`src/rtl/uart_rx_64.sv`:
```
// uart_rx_64: 8N1 serial receiver that packs eight consecutive good bytes
// into one 64-bit word. The first byte received lands in the top byte.
//
//  state | meaning
//  IDLE  | line idle, waiting for a low level on rxs
//  START | timing to mid start bit to confirm a real start
//  DATA  | sampling eight data bits at mid-bit, LSB first
//  STOP  | sampling the stop bit; good byte goes to the assembler
module uart_rx_64 #(
   parameter int CLK_F        = 50_000_000,
   parameter int UART_BPS     = 115200,
   parameter int CLK_GOAL     = CLK_F / UART_BPS,
   parameter int TIMEOUT_BITS = 40
) (
   input  logic        clk,
   input  logic        rst_n,
   input  logic        uart_rxd,
   output logic [63:0] data_64,
   output logic        data_valid,
   output logic        frame_err,
   output logic        rx_busy
);

   localparam int TW     = (CLK_GOAL > 1) ? $clog2(CLK_GOAL) : 1;
   localparam int TO_CYC = TIMEOUT_BITS * CLK_GOAL;
   localparam int IW     = $clog2(TO_CYC + 1);

   localparam logic [TW-1:0] T_HALF = TW'(CLK_GOAL / 2 - 1);
   localparam logic [TW-1:0] T_LAST = TW'(CLK_GOAL - 1);
   localparam logic [IW-1:0] I_LAST = IW'(TO_CYC - 1);

   typedef enum logic [1:0] {IDLE, START, DATA, STOP} state_t;

   state_t        state, state_nx;
   logic          rx_meta, rxs;
   logic [TW-1:0] timer;
   logic [2:0]    bit_cnt;
   logic [7:0]    shift;
   logic [55:0]   word;
   logic [2:0]    byte_cnt;
   logic [IW-1:0] idle_cnt;

   logic timer_clr, shift_en, byte_ok, byte_bad, to_hit, idle_run;

   // Two-flop synchronizer for the asynchronous serial line, idle high.
   always_ff @(posedge clk or negedge rst_n) begin
      if (!rst_n) begin
         rx_meta <= 1'b1;
         rxs     <= 1'b1;
      end else begin
         rx_meta <= uart_rxd;
         rxs     <= rx_meta;
      end
   end

   // Bit FSM state register.
   always_ff @(posedge clk or negedge rst_n) begin
      if (!rst_n) state <= IDLE;
      else        state <= state_nx;
   end

   // Bit FSM next state and per-cycle strobes.
   always_comb begin
      state_nx  = state;
      timer_clr = 1'b0;
      shift_en  = 1'b0;
      byte_ok   = 1'b0;
      byte_bad  = 1'b0;
      case (state)
         IDLE: begin
            if (!rxs) begin
               state_nx  = START;
               timer_clr = 1'b1;
            end
         end
         START: begin
            if (timer == T_HALF) begin
               timer_clr = 1'b1;
               state_nx  = rxs ? IDLE : DATA;
            end
         end
         DATA: begin
            if (timer == T_LAST) begin
               timer_clr = 1'b1;
               shift_en  = 1'b1;
               if (bit_cnt == 3'd7) state_nx = STOP;
            end
         end
         STOP: begin
            if (timer == T_LAST) begin
               timer_clr = 1'b1;
               state_nx  = IDLE;
               byte_ok   = rxs;
               byte_bad  = !rxs;
            end
         end
         default: state_nx = IDLE;
      endcase
   end

   // Bit timer: free-runs inside a frame, parked at zero while idle.
   always_ff @(posedge clk or negedge rst_n) begin
      if (!rst_n)                         timer <= '0;
      else if (timer_clr || state == IDLE) timer <= '0;
      else                                timer <= timer + 1'b1;
   end

   // Data bit capture, LSB first; bit_cnt wraps to 0 after the eighth bit.
   always_ff @(posedge clk or negedge rst_n) begin
      if (!rst_n) begin
         shift   <= '0;
         bit_cnt <= '0;
      end else if (shift_en) begin
         shift   <= {rxs, shift[7:1]};
         bit_cnt <= bit_cnt + 1'b1;
      end
   end

   assign idle_run = (state == IDLE) && (byte_cnt != 3'd0);
   assign to_hit   = idle_run && (idle_cnt == I_LAST);

   // Inter-byte idle timer; expiry abandons a partially built word.
   always_ff @(posedge clk or negedge rst_n) begin
      if (!rst_n)                           idle_cnt <= '0;
      else if (byte_ok || byte_bad || to_hit) idle_cnt <= '0;
      else if (idle_run)                    idle_cnt <= idle_cnt + 1'b1;
   end

   // Word assembler and registered result strobes.
   always_ff @(posedge clk or negedge rst_n) begin
      if (!rst_n) begin
         word       <= '0;
         byte_cnt   <= '0;
         data_64    <= '0;
         data_valid <= 1'b0;
         frame_err  <= 1'b0;
      end else begin
         data_valid <= 1'b0;
         frame_err  <= 1'b0;
         if (byte_ok) begin
            word <= {word[47:0], shift};
            if (byte_cnt == 3'd7) begin
               data_64    <= {word, shift};
               data_valid <= 1'b1;
               byte_cnt   <= '0;
            end else begin
               byte_cnt <= byte_cnt + 1'b1;
            end
         end else if (byte_bad) begin
            frame_err <= 1'b1;
            byte_cnt  <= '0;
         end else if (to_hit) begin
            byte_cnt <= '0;
         end
      end
   end

   assign rx_busy = (state != IDLE) || (byte_cnt != 3'd0);

endmodule

```
`config.mk`:
```
export PLATFORM = sky130hd
export DESIGN_NAME = uart_rx_64
export DESIGN_NICKNAME = d
export VERILOG_FILES = /design/src/rtl/uart_rx_64.sv
export SDC_FILE = /design/constraint.sdc
export NUM_CORES = 1
export LEC_CHECK = 0
export ABC_AREA = 1
export CAP_MARGIN = 15
export CELL_PAD_IN_SITES_DETAIL_PLACEMENT = 1
export CELL_PAD_IN_SITES_GLOBAL_PLACEMENT = 1
export CORE_MARGIN = 10
export CORE_UTILIZATION = 47
export CTS_CLUSTER_DIAMETER = 200
export DETAILED_ROUTE_END_ITERATION = 7
export GPL_TIMING_DRIVEN = 0
export HOLD_SLACK_MARGIN = 0.1
export PLACE_DENSITY = 0.92
export REMOVE_ABC_BUFFERS = 1
export SLEW_MARGIN = 20
export SYNTH_ARGS = -nofsm -noshare
export SYNTH_HDL_FRONTEND = slang
export SYNTH_SLANG_ARGS = --single-unit
```
`constraint.sdc`:
```
create_clock -name clk -period 5.15 [get_ports clk]
set_input_delay 1.03 -clock clk [delete_from_list [all_inputs] [get_ports clk]]
set_output_delay 1.03 -clock clk [all_outputs]
set_load 0.05 [all_outputs]
```
==> reports/results.tsv <==
stage	metric	value	unit
grt	antenna_found_initial	0	
grt	grt_max_degree	112	
clock_network	cts_buffer_depth	2	
timing	report.final.hold_viol_count	0	
floorplanning	ios	70	
pwr	vdd_ir_drop_max	0.000222	V
cells_and_area	multiInputGateArea	2200	um^2
worst_setup_path	cp.required	4.12	ns
floorplanning	initial_utilization	47.6	%
worst_setup_path	cp-start-kind	register	
cells_and_area	final_cell_mix	inv_1, dfrtp_1, nand2_1, o21ai_0, clkdlybuf4s50_1	
worst_setup_path	r2r-start	timer[1]$_DFF_PN0_	
floorplanning	die_x	144	um
grt	grt-ovfl-total	0	
clock_network	numCtsBuffers	17	
floorplanning	dieArea	20700	um^2
synth	netlist_instances	830	
pwr	report.power.total	2.55	mW
worst_setup_path	crit_path_end_kind	primary output	
clock_network	cts.repair.resized	0	
clock_network	root_buffer	clkbuf_16	
clock_network	clk-insertion-delay-late	0.43	ns
place	place_area	8050	um^2
place	dp_slack	2.55	ns
synth	yosysTopAreaCellShare	56.2	%
pwr	p_leak	5.20	nW
synth	synth_area	7210	um^2
timing	setup_violations	0	
clock_network	htreeDepth	4	
worst_setup_path	worstPathArrival	1.99	ns
cells_and_area	final_core_util	56.9	%
place	portBuffers	69	
place	dp_hpwl	11000	um
worst_hold_path	holdPathEnd	rxs$_DFF_PN1_	
clock_network	ctsHoldBuffers	0	
floorplanning	coreArea	15100	um^2
timing	max_freq	331	MHz
clock_network	post-cts-setup-buffers	0	
drt	dr_total_vias	5417	
synth	yosys_warnings	0	
timing	drv_slew	0	
synth	syn_avg_cell_area	8.69	um^2
worst_setup_path	rr_worst_depth	10	
timing	rsz0062_at_grt	false	
drt	drc	0	
timing	tightest_slew	1.07	ns
place	gp_congestion	0.759	
drt	viasPerCell	4.97	
cells_and_area	syn_to_final_growth	19.6	%
synth	yosysTopAreaCell	dfrtp_1	
worst_setup_path	worst-setup-path-type	register to primary output	
floorplanning	die_h	144	um
worst_setup_path	critPathMaxFanout	3	
timing	finClkSkew	0.00905	ns
cells_and_area	final_area	8620	um^2
cells_and_area	ff_latch_area	4110	um^2
clock_network	clk_pin_slew	0.06	ns
cells_and_area	drive_above_1_share	10.2	%
clock_network	clock-sinks	164	
synth	ys_ff_latch	164	
status	status	complete, no violations	
grt	grt_pass1_wl	29300	um
timing	finalCritPeriodShare	58.7	%
worst_setup_path	r2r-end	data_64[43]$_DFFE_PN0P_	
grt	grt_use_total	17.6	%
timing	min_period	3.02	ns
run	maxCapViolations	0	
timing	fin_tns_setup	0	ns
cells_and_area	layout_commonest_cell	inv_1	
worst_hold_path	hold_start	rx_meta$_DFF_PN1_	
drt	routed_wirelength	17200	um
synth	yosys-top-cells-area	dfrtp_1, inv_1, nand2_1	
drt	drt_iter0_markers	307	
pwr	power.density	296	nW/um^2
synth	ys_seq_area_share	56.9	%
timing	fin_ws	2.13	ns
worst_setup_path	r2r_slack	2.51	ns
drt	dr.pass1.iters	4	
drt	wire_per_inst	15.7	um
synth	synth_cell_types	28	
clock_network	cts_tree	done	
worst_hold_path	hold_path_class	register to register	
grt	grt_pass1_vias	5956	
cells_and_area	fillerInstances	1718	
cells_and_area	nets	904	
floorplanning	row_count	45	
drt	antenna_left	0	
worst_hold_path	holdPathStages	0	
timing	slew_headroom	28.5	%
cells_and_area	diodes	0	
report_power, final:
part | total, mW | internal (mW) | leakage (nW) | switching, mW
Sequential | 1.29 | 1.29 | 2.27 | 0.000375
Combinational | 0.0326 | 0.00633 | 2.64 | 0.0263
Clock | 1.23 | 0.747 | 0.280 | 0.485
cells in the mapped netlist (all sizes together):
library cell	n
xnor2	2
nand4	4
nor3b	3
nand2	156
o21ai	116
buf	18
nor3	17
dfrtp	162
xor2	3
inv	186
nand3	37
clkbuf	14
dfstp	2
a21oi	6
o21bai	1
or2	49
nor2	42
nor4	2
o21a	1
ha	9
registers in the layout, summed over array words and instances (netlist names), named ones only:
| register | cells |
|---|---|
| timer | 9 |
| state | 1 |
| frame_err | 1 |
| idle_cnt | 15 |
| data_valid | 1 |
| byte_cnt | 3 |
| data_64 | 64 |
| rxs | 1 |
| rx_meta | 1 |
| bit_cnt | 3 |
| word | 56 |
| shift | 8 |
logic make-up after synthesis:
kind of cell / count (synthesis) / synth area share [%]
and+or+nand+nor: 310 / 19.5
buffers and inverters: 218 / 12.7
DFF: 164 / 56.9
AOI/OAI and AO/OA: 124 / 8.68
adders and majority gates: 9 / 1.56
xor gates and xnor gates: 5 / 0.607
worst max-delay path, stage by stage, from the launching register on:
cell and delay (ns):
dfrtp_1 0.36, inv_1 0.08, ha_1 0.21, nand3_1 0.11
clkdlybuf4s50_1 0.81
metrics by stage:
stage / hold slack [ns] / cells
finish: 0.355 / 1090
global route: 0.364 / 1090
CTS: 0.357 / 1090
detailed placement: 0.347 / 1061
global placement: 0.346 / 1055
floorplan: 0.345 / 798
worst max path at each step:
stage | from | to | slack, ns | depth (start not counted)
2_1_floorplan | timer[1]$_DFF_PN0_ | data_64[24]$_DFFE_PN0P_ | 1.87 | 9
3_3_place_gp | rst_n | idle_cnt[7]$_DFFE_PN0P_ | -3.80 | 1
3_5_place_dp | timer[1]$_DFF_PN0_ | data_64[26]$_DFFE_PN0P_ | 2.55 | 10
4_1_cts | byte_cnt[0]$_DFFE_PN0P_ | rx_busy | 2.09 | 4
5_1_grt | byte_cnt[0]$_DFFE_PN0P_ | rx_busy | 2.03 | 4
6_report | byte_cnt[0]$_DFFE_PN0P_ | rx_busy | 2.13 | 4
final cells by class:
cell class                      count  share of cell area, %
Sequential cell                   164                   47.6
Multi-Input combinational cell    448                   25.5
Timing Repair Buffer               75                   9.40
Inverter                          186                   8.10
Clock buffer                       26                   6.14
Tap cell                          188                   2.73
Clock inverter                      3                  0.493
per-layer routing:
metal / track usage, % / vias to the layer above / share of wire [%] / wire [um]
met5: 0 / - / 0 / 0
met4: 5.64 / 0 / 1.2 / 204
met3: 3.53 / 19 / 3.5 / 593
met2: 31.1 / 85 / 52 / 8850
met1: 21.0 / 2685 / 44 / 7520
li1: - / 2628 / - / -
Power figures use the tool's default switching activity.
